[config.mk]
export PLATFORM = sky130hd
export DESIGN_NAME = instr_prefetch
export DESIGN_NICKNAME = d
export VERILOG_FILES = /design/src/rtl/instr_prefetch.sv
export SDC_FILE = /design/constraint.sdc
export NUM_CORES = 1
export LEC_CHECK = 0
export BUFFER_PORTS_ARGS = -buffer_cell sky130_fd_sc_hd__buf_2
export CAP_MARGIN = 40
export CORE_AREA = 2 2 157 197
export DETAILED_ROUTE_END_ITERATION = 10
export DIE_AREA = 0 0 159 199
export PLACE_DENSITY = 0.74
export SYNTH_ARGS = -nofsm -noshare
export SYNTH_HDL_FRONTEND = slang
export SYNTH_SLANG_ARGS = --single-unit
[constraint.sdc]
create_clock -name clk_i -period 11.6 [get_ports clk_i]
set_clock_uncertainty 0.1 [all_clocks]
set_input_delay 1.16 -clock clk_i [delete_from_list [all_inputs] [get_ports clk_i]]
set_output_delay 1.16 -clock clk_i [all_outputs]
set_load 0.1 [all_outputs]
[src/rtl/instr_prefetch.sv]
// Instruction prefetcher: req/gnt/rvalid bus initiator feeding a small {addr,word} FIFO to decode.
// Define INSTR_PREFETCH_PROTO_CHK_EN to build the protocol checker behind the sticky proto_err_o.
module instr_prefetch #(
  parameter int DEPTH           = 4,
  parameter int MAX_OUTSTANDING = 2
) (
  input  logic        clk_i,
  input  logic        rst_i,
  input  logic [31:0] boot_addr_i,
  input  logic        fetch_en_i,
  input  logic        branch_i,
  input  logic [31:0] branch_addr_i,
  output logic        fetch_valid_o,
  input  logic        fetch_ready_i,
  output logic [31:0] fetch_rdata_o,
  output logic [31:0] fetch_addr_o,
  output logic        instr_req_o,
  output logic [31:0] instr_addr_o,
  input  logic        instr_gnt_i,
  input  logic [31:0] instr_rdata_i,
  input  logic        instr_rvalid_i,
  output logic        proto_err_o
);
  localparam int PW = $clog2(DEPTH);
  localparam int CW = PW + 1;
  localparam int IW = (MAX_OUTSTANDING > 1) ? $clog2(MAX_OUTSTANDING) : 1;

  typedef enum logic [1:0] {IDLE, REQ, HOLD} state_e;
  state_e state_q, state_d;

  logic [31:0]   pc_q, pc_d, req_addr_q, req_addr_d;
  logic          kill_q, kill_d;
  logic [CW-1:0] out_q, out_d, discard_q, discard_d, cnt_q, cnt_d;
  logic [PW-1:0] wp_q, wp_d, rp_q, rp_d;
  logic [IW-1:0] iwp_q, iwp_d, irp_q, irp_d;
  logic [31:0]   fdata_q [DEPTH];
  logic [31:0]   fdata_d [DEPTH];
  logic [31:0]   faddr_q [DEPTH];
  logic [31:0]   faddr_d [DEPTH];
  logic [31:0]   iaddr_q [MAX_OUTSTANDING];
  logic [31:0]   iaddr_d [MAX_OUTSTANDING];
  logic          gnt, rsp, drop, push, pop, can_issue, can_cont;

  function automatic logic [IW-1:0] iwrap(input logic [IW-1:0] p);
    return (p == IW'(MAX_OUTSTANDING - 1)) ? '0 : p + IW'(1);
  endfunction

  always_ff @(posedge clk_i) begin
    if (rst_i) state_q <= IDLE;
    else       state_q <= state_d;
  end

  // Credit covers words in flight plus words buffered, so the FIFO can never overflow.
  assign can_issue = fetch_en_i && (out_q < CW'(MAX_OUTSTANDING)) &&
                     (({1'b0, out_q} + {1'b0, cnt_q}) < (CW+1)'(DEPTH));
  assign can_cont  = fetch_en_i && (out_d < CW'(MAX_OUTSTANDING)) &&
                     (({1'b0, out_d} + {1'b0, cnt_d}) < (CW+1)'(DEPTH));

  always_comb begin
    state_d = state_q;
    unique case (state_q)
      IDLE, HOLD: state_d = can_issue ? REQ : (fetch_en_i ? HOLD : IDLE);
      REQ:        if (gnt) state_d = can_cont ? REQ : (fetch_en_i ? HOLD : IDLE);
      default:    state_d = IDLE;
    endcase
  end

  always_comb begin
    instr_req_o  = (state_q == REQ);
    instr_addr_o = req_addr_q;
  end

  assign gnt           = instr_req_o && instr_gnt_i;
  assign fetch_valid_o = (cnt_q != '0);
  assign fetch_rdata_o = fetch_valid_o ? fdata_q[rp_q] : '0;
  assign fetch_addr_o  = fetch_valid_o ? faddr_q[rp_q] : '0;

  always_comb begin
    rsp   = instr_rvalid_i && (out_q != '0);
    drop  = rsp && (discard_q != '0);
    push  = rsp && !drop && !branch_i;
    pop   = fetch_valid_o && fetch_ready_i && !branch_i;
    out_d = out_q + CW'(gnt) - CW'(rsp);

    // A request killed by a branch is still granted later; its word must be thrown away too.
    discard_d = discard_q;
    if (drop)            discard_d = discard_d - CW'(1);
    if (gnt && kill_q)   discard_d = discard_d + CW'(1);
    if (branch_i)        discard_d = out_d;

    kill_d = kill_q;
    if (gnt)                           kill_d = 1'b0;
    else if (branch_i && instr_req_o)  kill_d = 1'b1;

    pc_d = pc_q;
    if (gnt && !kill_q) pc_d = pc_q + 32'd4;
    if (branch_i)       pc_d = branch_addr_i & 32'hFFFF_FFFC;

    req_addr_d = req_addr_q;
    if (state_d == REQ && (state_q != REQ || gnt)) req_addr_d = pc_d;

    iwp_d   = iwp_q;
    irp_d   = irp_q;
    iaddr_d = iaddr_q;
    if (gnt) begin
      iaddr_d[iwp_q] = req_addr_q;
      iwp_d          = iwrap(iwp_q);
    end
    if (rsp) irp_d = iwrap(irp_q);

    wp_d    = wp_q;
    rp_d    = rp_q;
    fdata_d = fdata_q;
    faddr_d = faddr_q;
    if (push) begin
      fdata_d[wp_q] = instr_rdata_i;
      faddr_d[wp_q] = iaddr_q[irp_q];
      wp_d          = wp_q + PW'(1);
    end
    if (pop) rp_d = rp_q + PW'(1);
    cnt_d = cnt_q + CW'(push) - CW'(pop);
    if (branch_i) begin
      wp_d  = '0;
      rp_d  = '0;
      cnt_d = '0;
    end
  end

  always_ff @(posedge clk_i) begin
    if (rst_i) begin
      pc_q       <= boot_addr_i & 32'hFFFF_FFFC;
      req_addr_q <= '0;
      kill_q     <= 1'b0;
      out_q      <= '0;
      discard_q  <= '0;
      cnt_q      <= '0;
      wp_q       <= '0;
      rp_q       <= '0;
      iwp_q      <= '0;
      irp_q      <= '0;
    end else begin
      pc_q       <= pc_d;
      req_addr_q <= req_addr_d;
      kill_q     <= kill_d;
      out_q      <= out_d;
      discard_q  <= discard_d;
      cnt_q      <= cnt_d;
      wp_q       <= wp_d;
      rp_q       <= rp_d;
      iwp_q      <= iwp_d;
      irp_q      <= irp_d;
    end
  end

  // Storage needs no reset: outputs are gated by the count.
  always_ff @(posedge clk_i) begin
    fdata_q <= fdata_d;
    faddr_q <= faddr_d;
    iaddr_q <= iaddr_d;
  end

`ifdef INSTR_PREFETCH_PROTO_CHK_EN
  logic        proto_err_q, proto_err_d, hold_q, hold_d;
  logic [31:0] hold_addr_q, hold_addr_d;
  logic        err_rsp, err_ovf, err_addr;

  always_comb begin
    err_rsp     = instr_rvalid_i && (out_q == '0);
    err_ovf     = push && !pop && (cnt_q == CW'(DEPTH));
    err_addr    = hold_q && (!instr_req_o || (instr_addr_o != hold_addr_q));
    hold_d      = instr_req_o && !instr_gnt_i;
    hold_addr_d = instr_addr_o;
    proto_err_d = proto_err_q || err_rsp || err_ovf || err_addr;
  end

  always_ff @(posedge clk_i) begin
    if (rst_i) begin
      proto_err_q <= 1'b0;
      hold_q      <= 1'b0;
      hold_addr_q <= '0;
    end else begin
      proto_err_q <= proto_err_d;
      hold_q      <= hold_d;
      hold_addr_q <= hold_addr_d;
      if (err_rsp)  $error("instr_prefetch: rvalid with nothing outstanding");
      if (err_ovf)  $error("instr_prefetch: push into full FIFO");
      if (err_addr) $error("instr_prefetch: request changed before grant");
    end
  end

  assign proto_err_o = proto_err_q;
`else
  assign proto_err_o = 1'b0;
`endif
endmodule

# Yosys cells after proc, flatten, opt, wreduce, memory -nomap -nowiden
# Index checks and enable logic that the tools add are counted.
# Widths: inputs -> output; s select.
totals:
  wordCells: 113
  mem_bits_ro: 0
  n_memories: 0
  regBits: 402
  ram_bits: 0
  latch_bits: 0
op_classes:
  addsub: 13
  n_mux: 32
  mul: 0
  bitwise: 4
  n_eq_ne: 4
  div: 0
  magnitude_cmp: 10
  n_reduce_logical: 28
  n_shift: 0
ops:
  columns: ["cell", "n"]
  rows:
  - ["$mux 32", 14]
  - ["$bwmux 128", 2]
  - ["$bmux 32 s2", 2]
  - ["$bwmux 64", 1]
  - ["$demux 32 s2", 1]
  - ["$add 32x3->32 const B", 1]
  - ["$demux 32 s1", 1]
  - ["$logic_and 1x1->1", 17]
  - ["$mux 3", 4]
  - ["$reduce_bool 3->1", 3]
  - ["$add 3x3->4", 2]
  - ["$lt 4x3->1 const B", 2]
  - ["$mux 2", 4]
  - ["$add 3x1->3", 2]
  - ["$ge 3x3->1 const B", 2]
  - ["$lt 3x2->1 const B", 2]
  - ["$not 2->3", 2]
  - ["$reduce_or 2->1", 3]
  - ["$sub 3x1->3", 2]
  - ["$add 2x1->2 const B", 2]
  - ["$eq 2x1->1 const B", 2]
  - ["$ge 2x2->1 const B", 2]
  - ["$not 1->2", 2]
  - ["$pmux 2 s2", 1]
  - ["11 further kinds", 15]

# Longest topological paths before layout
# Gate-level depths: netlist of the first run.
logic_depth:
  ltp_word: 17
  depth_mapped: 19

# Worst setup path before layout of the first run
# OpenSTA, ideal clock, no wires.
synth_timing:
  path_kind: "input -> register"
  startpoint: "input port branch_i"
  endpoint: "register req_addr_q[10] (netlist: instr_addr_o[10])"
  setup_slack_ps: 6645
  path_buffers: 4
  t_arrival_ps: 4728
  stages: 18
  cell_sequence: "clkbuf_1 clkbuf_1 clkbuf_1 nor2_1 inv_1 ha_1 inv_1 ha_1 fa_1 xnor2_1 nor2_1 ha_1 nor4b_1 nand4_1 o22ai_1 a21oi_1 clkbuf_1 o2bb2ai_1"
synth_via:
  elab_chain_len: 13
  elab_cells_between_ends: 15
  classes_between: "3 x add/sub; 1 x order compare; 1 x eq/ne; 5 x mux; 5 x reduce/logical"
synth_lines:
  columns: ["item", "line_no", "text"]
  rows:
  - ["start, declared", "11", "input logic branch_i,"]
  - ["$logic_not 1->1", "81, 82", null]
  - ["$logic_and 1x1->1", "81", "push = rsp && !drop && !branch_i;"]
  - ["$add 3x1->3", "121", "cnt_d = cnt_q + CW'(push) - CW'(pop);"]
  - ["$sub 3x1->3", "121", null]
  - ["$mux 3 (*)", "122", "if (branch_i) begin"]
  - ["via cnt_d[2]", "33", "logic [CW-1:0] out_q, out_d, discard_q, discard_d, cnt_q, cnt_d;"]
  - ["$add 3x3->4 (*)", "57", "(({1'b0, out_d} + {1'b0, cnt_d}) < (CW+1)'(DEPTH));"]
  - ["$lt 4x3->1 (*)", "57", null]
  - ["$logic_and 1x1->1 (*)", "56", "assign can_cont = fetch_en_i && (out_d < CW'(MAX_OUTSTANDING)) &&"]
  - ["$mux 2 (*) (2 in series)", "63", "REQ: if (gnt) state_d = can_cont ? REQ : (fetch_en_i ? HOLD : IDLE);"]
  - ["$pmux 2 s2 (*)", "61", "unique case (state_q)"]
  - ["$eq 2x1->1 (*)", "100", "if (state_d == REQ && (state_q != REQ || gnt)) req_addr_d = pc_d;"]
  - ["$logic_and 1x1->1 (*)", "100", null]
  - ["end signal, assigned", "143", "req_addr_q <= req_addr_d;"]
  - ["end, declared", "31", "logic [31:0] pc_q, pc_d, req_addr_q, req_addr_d;"]
# Mark *: on every way through the listed nets, which the timed path passes. The rest lies on a longest branch.
# A chain may end at the register's enable or synchronous reset.

# Worst setup path in the final report of the first run
layout_timing:
  startpoint: "register cnt_q[1]"
  endpoint: "register req_addr_q[16] (netlist: instr_addr_o[16])"
layout_via:
  elab_chain_len: 13
  elab_cells_between_ends: 18
  classes_between: "4 x add/sub; 2 x order compare; 1 x eq/ne; 5 x mux; 6 x reduce/logical"
layout_lines:
  columns: ["item", "line_no", "text"]
  rows:
  - ["start, declared", "33", null]
  - ["start signal, assigned", "147", "cnt_q <= cnt_d;"]
  - ["$reduce_bool 3->1", "74", "assign fetch_valid_o = (cnt_q != '0);"]
  - ["$logic_and 1x1->1 (2 in series)", "82", "pop = fetch_valid_o && fetch_ready_i && !branch_i;"]
  - ["via pop", "42", "logic gnt, rsp, drop, push, pop, can_issue, can_cont;"]
  - ["$sub 3x1->3", "121", null]
  - ["$mux 3", "122", null]
  - ["via cnt_d[2]", "33", null]
  - ["$add 3x3->4", "57", null]
  - ["$lt 4x3->1", "57", null]
  - ["$logic_and 1x1->1", "56", null]
  - ["$mux 2 (2 in series)", "63", null]
  - ["$pmux 2 s2", "61", null]
  - ["$eq 2x1->1", "100", null]
  - ["$logic_and 1x1->1", "100", null]
# The timed path passes the listed nets, and every way through them passes these cells.

==> results.toml, run 1 <==
[pwr]
cellPowerDensity_nw_per_um2 = 199
p_int_mw = 2.57
peakVddDrop_v = 0.000155
p_sw_frac = 0.314
pwr-share-seq = 0.475
power_leakage_nw = 6.73
p_switching_mw = 1.18
combPwrFrac = 0.217
clock_power_share = 0.308

[logic_synthesis]
synth_edf_count = 320
ys_types = 61
syn_inst = 1001
synth_area_um2 = 16200
synth_top_area_share = 0.594
avgSynthCellArea_um2 = 16.2
synth-async-reset-ratio = 0
synthFlopType = "edfxtp_1"
ys_ff_latch = 402
ys_seq_area_frac = 0.695
synth_top_cell_by_area = "edfxtp_1"
yosysWarnings = 0
ys_top_cells_by_area = "edfxtp_1 (59%), dfxtp_1 (10%), mux4_2 (8.9%)"
synth_nets = 1123

[outcome]
status = "finished clean"

[layout]
syn_to_final_growth_pct = 16.7
finish.net_count = 1329
num_antenna_cells = 0
fill_cells = 2191
drive_gt1_frac = 0.311
finalCoreUtilization = 0.633
finalNonFillerCells = 1637

[timing]
hold_viol_final = 0
finalMaxSlewViolations = 0
max_freq_mhz = 202
min_period_ns = 4.94
rsz0062_at_grt = "false"
fin_setup_tns_ns = 0
tightest_slew_ns = 0.748
period_share = 0.426
finalWorstSetupSlack_ns = 6.66
hold_slack_ns = 0.370
setup-violations-final = 0
maxSlewHeadroom = 0.488

[routing]
drc = 0
vias_per_cell = 5.68
drt-total-wl_um = 32500
num_vias = 9299
drtPass1Iterations = 5
routedWlPerCell_um = 19.8
drt_iter0_markers = 770
ant_nets = 0

[floorplanning]
die_h_um = 199
die_w_um = 159
ios = 202
rows = 71
initial_core_util = 0.542
core_um2 = 29800
dieArea_um2 = 31600

[worst_setup_path]
cp.arrival_ns = 5.27
ff2ff_path_depth = 16
r2r_start = "cnt_q[1]"
crit_path_max_incr_delay_ns = 0.48
crit_path_max_fanout = 66
crit_family = "simple AND/OR/NAND/NOR gates"
rr_endpoint = "instr_addr_o[16]"
cp.required_ns = 11.93
r2r_slack_ns = 6.66
worstSetupStartpointType = "flop"
cp_slowest_cell = "or3_2"
worst_setup_path_end_kind = "flop"
cpMostUsedCell = "ha_1"
crit_type = "reg2reg"
path_cells = "or3_2 > buf_4 > and3_1 > ha_1 > inv_1 > ha_1 > fa_1 > xnor2_1 > nor2_1 > ha_1 > nor4b_1 > nand4_1 > o22ai_1 > nand3_1 > buf_8 > o32ai_1"
critPathBufInv = 3

[clock_tree]
holdBufCountCts = 0
cts_buffers = 38
path_clk_slew_ns = 0.06
clk_latency_ns = 0.53
clock-sinks = 402
cts_tree = "done"
clk_path_buf_depth = 3
ctsRootBufferMaster = "clkbuf_16"
ctsHtreeMaxLevel = 2
cts_resized = 0
cts_setup_buffers = 0

[global_routing]
grt_pass1_wl_um = 50300
antenna_found_initial = 0
grtUsageTotal = 0.205
grt_max_degree = 76
grt_overflow = 0
grt_pass1_vias = 9021

[min_path]
holdPathStages = 1
min_to = "pc_q[1]"
hp-class = "reg2reg"
hp-start = "pc_q[1]"

[placed_design]
io_buffer_count = 196
place.gp.congestion = 0.906
dp_hpwl_um = 21100
post-place-cells = 1568
dpl_worst_slack_ns = 6.19

[flow_run]
cap_violations = 0
-- metrics by stage --
stage	area, um^2	power [mW]
5_1_grt	18900	3.90
3_5_place_dp	17700	2.63
6_report	18900	3.75
4_1_cts	18900	3.79
2_1_floorplan	16200	2.43
3_3_place_gp	17600	2.60
-- cell families after synthesis --
family	after synthesis	synth area share
other	1	0.000232
flip-flops	402	0.695
AO/OA/AOI/OAI	107	0.0482
AND/OR/NAND/NOR	257	0.0893
multiplexers	108	0.119
buffers and inverters	85	0.0206
XOR/XNOR	22	0.0119
adder cells (fa/ha/maj)	19	0.0156
-- power by group through the flow --
stage | clock network, mW | registers, mW | logic, mW
after floorplan | 0 | 1.99 | 0.440
after global placement | 0 | 1.81 | 0.793
after detailed placement | 0 | 1.81 | 0.817
after CTS | 1.18 | 1.78 | 0.820
after global routing | 1.24 | 1.79 | 0.870
final | 1.15 | 1.78 | 0.815
-- cell usage after synthesis, drive strengths merged (8+ instances only) --
cell     instances
a21oi           13
and2            76
and4             8
buf             13
clkbuf          40
dfxtp           82
edfxtp         320
ha              17
inv             31
mux2            33
mux2i           11
mux4            64
nand2           49
nand3           16
nand4            8
nor2            29
nor2b           10
nor3            14
nor4            15
o21ai           25
o2bb2ai         12
o31ai           11
o32ai           10
xnor2           16
-- routing by layer --
metal  up-vias  wire (um)  global-route usage
met5         -          0                   0
met4         0        659              0.0576
met3        50       2000              0.0311
met2       322      15900               0.346
met1      4624      14000               0.281
li1       4303          -                   -
-- cell usage in the layout (no fill, tap or decap), types with 4 or more instances in the layout --
cell type  count
clkbuf_1      10
a21oi_1       12
a221oi_1       4
o2bb2ai_1     12
edfxtp_1     320
inv_1         31
o31a_1         7
clkinv_1      10
nand2_1       49
nor2_1        28
buf_4         15
nand2b_1       7
nor3_1        14
clkbuf_16     39
xnor2_1       16
dfxtp_1       80
mux2i_1       11
and4_1         8
nor4_1        15
o32ai_1        9
o31ai_1       11
o21ai_0       24
mux4_2        64
nor2b_1       10
xor2_1         6
buf_2        196
buf_12         5
ha_1          17
mux2_2        33
and2_2         4
o2111ai_1      4
nor4b_1        4
nand4_1        7
and3_1         7
nand3_1       16
and2_1        72
clkinv_2       5
-- sequential cells by signal, indices dropped and copies added (netlist names), 3 cells and up --
signal        cells
cnt_q             3
discard_q         3
faddr_q         128
fdata_q         128
iaddr_q          64
instr_addr_o     32
out_q             3
pc_q             32
-- worst max-delay path by stage --
stage	start	endpoint	slack (ns)	depth (start not counted)
2_1_floorplan	branch_i	instr_addr_o[10]	6.64	18
3_3_place_gp	branch_i	instr_addr_o[29]	5.71	16
3_5_place_dp	branch_i	instr_addr_o[16]	6.19	17
4_1_cts	cnt_q[1]	instr_addr_o[16]	6.65	16
5_1_grt	cnt_q[1]	instr_addr_o[16]	6.24	16
6_report	cnt_q[1]	instr_addr_o[16]	6.66	16
-- area by class of cell --
type                       count  area [um^2]  share of cell area
sequential                   402        11300               0.596
multi-input combinational    514         4610               0.244
timing repair buffer         219         1250              0.0661
clock buffer                  49         1010              0.0537
tap                          401          502              0.0266
clock inverter                20          131             0.00696
inverter                      32          120             0.00636
(Power assumes the default switching activity.)
==> run 2, diff against run 1 <==
==> constraint.sdc (replaced) <==
create_clock -name clk_i -period 4.6 [get_ports clk_i]
set_clock_uncertainty 0.1 [all_clocks]
set_input_delay 0.46 -clock clk_i [delete_from_list [all_inputs] [get_ports clk_i]]
set_output_delay 0.46 -clock clk_i [all_outputs]
set_load 0.1 [all_outputs]
==> run 2 against run 1 <==
Non-clock buffer count up 5. Sequential power grew to 2.5 times the previous value. Final area is 0.50% higher. First-iteration DRC count decreased by 4.4%. Die area stayed put. Setup slack got worse by 6.3 ns. Clock-buffer cell count fell by 2.
==> results.toml, run 2 (synthesis results as in run 1) <==
[outcome]
status = "finished clean"

[worst_setup_path]
worstSetupStartpointType = "flop"
cp.required_ns = 4.92
crit_type = "reg2reg"
worst_setup_path_end_kind = "flop"
ff2ff_path_depth = 17
crit_start = "state_q[0]"
endpoint = "instr_addr_o[16]"
cp.arrival_ns = 4.56
r2r_start = "state_q[0]"
r2r_slack_ns = 0.36
crit_path_max_fanout = 8
rr_endpoint = "instr_addr_o[16]"

[global_routing]
antenna_found_initial = 0
grt_pass1_vias = 9459
grt_max_degree = 66
grt_pass1_wl_um = 52900
grt_overflow = 0
grtUsageTotal = 0.217

[floorplanning]
core_um2 = 29800
die_h_um = 199
dieArea_um2 = 31600
ios = 202
rows = 71
die_w_um = 159
initial_core_util = 0.542

[pwr]
cellPowerDensity_nw_per_um2 = 508
peakVddDrop_v = 0.000337
clock_power_share = 0.317
p_int_mw = 6.63
power_mw = 9.65
power_leakage_nw = 6.80
combPwrFrac = 0.215
p_sw_frac = 0.312
pwr-share-seq = 0.467
p_switching_mw = 3.01

[timing]
hold_slack_ns = 0.0214
max_freq_mhz = 236
hold_viol_final = 0
setup-violations-final = 0
finalMaxSlewViolations = 0
fin_setup_tns_ns = 0
rsz0062_at_grt = "false"
tightest_slew_ns = 0.808
period_share = 0.922
maxSlewHeadroom = 0.456
min_period_ns = 4.24

[clock_tree]
ctsRootBufferMaster = "clkbuf_16"
clock-sinks = 402
clk_path_buf_depth = 3
cts_setup_buffers = 0
cts_tree = "done"
cts_buffers = 40
ctsHtreeMaxLevel = 2
clk_latency_ns = 0.54
path_clk_slew_ns = 0.06

[layout]
final_common_cell = "edfxtp_1"
fin_area_um2 = 19000
num_antenna_cells = 0
final_cell_mix = "edfxtp_1 (320), buf_2 (196), dfxtp_1 (80)"
syn_to_final_growth_pct = 17.3
finish.net_count = 1336
drive_gt1_frac = 0.316
top_regs = "faddr_q: 128 flops, fdata_q: 128 flops, iaddr_q: 64 flops"
finalNonFillerCells = 1643

[placed_design]
post-place-cells = 1572
io_buffer_count = 196
dp_hpwl_um = 22300
place.gp.congestion = 0.925
dpl_cell_area_um2 = 17700

[flow_run]
cap_violations = 0

[routing]
num_vias = 9367
ant_nets = 0
drtPass1Iterations = 6
drc = 0
drt-total-wl_um = 33900
routedWlPerCell_um = 20.6
drt_iter0_markers = 736
vias_per_cell = 5.70

[min_path]
hp-class = "in2reg"
-- run 2: worst min path at each step --
stage                               from      end  slack (ns)  depth (start not counted)
after floorplan                  pc_q[0]  pc_q[0]        0.33                          1
after global placement           pc_q[0]  pc_q[0]        0.36                          1
after detailed placement         pc_q[0]  pc_q[0]        0.35                          1
after CTS                 boot_addr_i[5]  pc_q[5]       0.004                          3
after global routing      boot_addr_i[5]  pc_q[5]        0.01                          3
final                     boot_addr_i[5]  pc_q[5]        0.02                          3
-- run 2: area by class of cell --
class | count | area, um^2
inverter | 32 | 120
clock buffer | 47 | 1060
tap | 401 | 502
sequential | 402 | 11300
clock inverter | 23 | 170
fill | 2221 | 10900
timing repair buffer | 224 | 1250
multi-input combinational | 514 | 4610
-- run 2: power by group through the flow --
stage	Sequential (mW)	Clock, mW	Combinational, mW
floorplan	5.03	0	1.11
global placement	4.57	0	2.04
detailed placement	4.58	0	2.08
CTS	4.51	3.12	2.09
global route	4.53	3.26	2.22
finish	4.51	3.06	2.08
-- run 2: timing repair --
action,CTS,global route
gates resized for setup,0,2
hold endpoints to repair,1,0
hold buffers,1,0
setup endpoints to repair,0,18
-- run 2: per-layer routing --
metal,vias to the layer above,track usage,share of wire
met2,335,0.378,0.50
met4,0,0.0741,0.026
li1,4308,-,-
met3,55,0.0329,0.052
met5,-,0,0
met1,4669,0.282,0.42
-- run 2: through the flow --
stage	utilization	setup slack [ns]
2_1_floorplan	-	0.123
3_3_place_gp	0.591	0.356
3_5_place_dp	0.594	0.267
4_1_cts	0.635	0.234
5_1_grt	0.636	0.0583
6_report	0.636	0.360
-- run 2: critical path, cell delays in order (launching register included) --
cell	delay (ns)
dfxtp_1	0.43
nand2b_1	0.14
inv_1	0.16
and2_1	0.23
inv_1	0.09
ha_1	0.28
inv_1	0.03
ha_1	0.18
fa_1	0.38
xor2_1	0.27
inv_1	0.08
ha_1	0.30
nor4b_1	0.24
nand4_1	0.24
o22a_1	0.38
o21ai_2	0.29
buf_4	0.22
o32ai_1	0.10
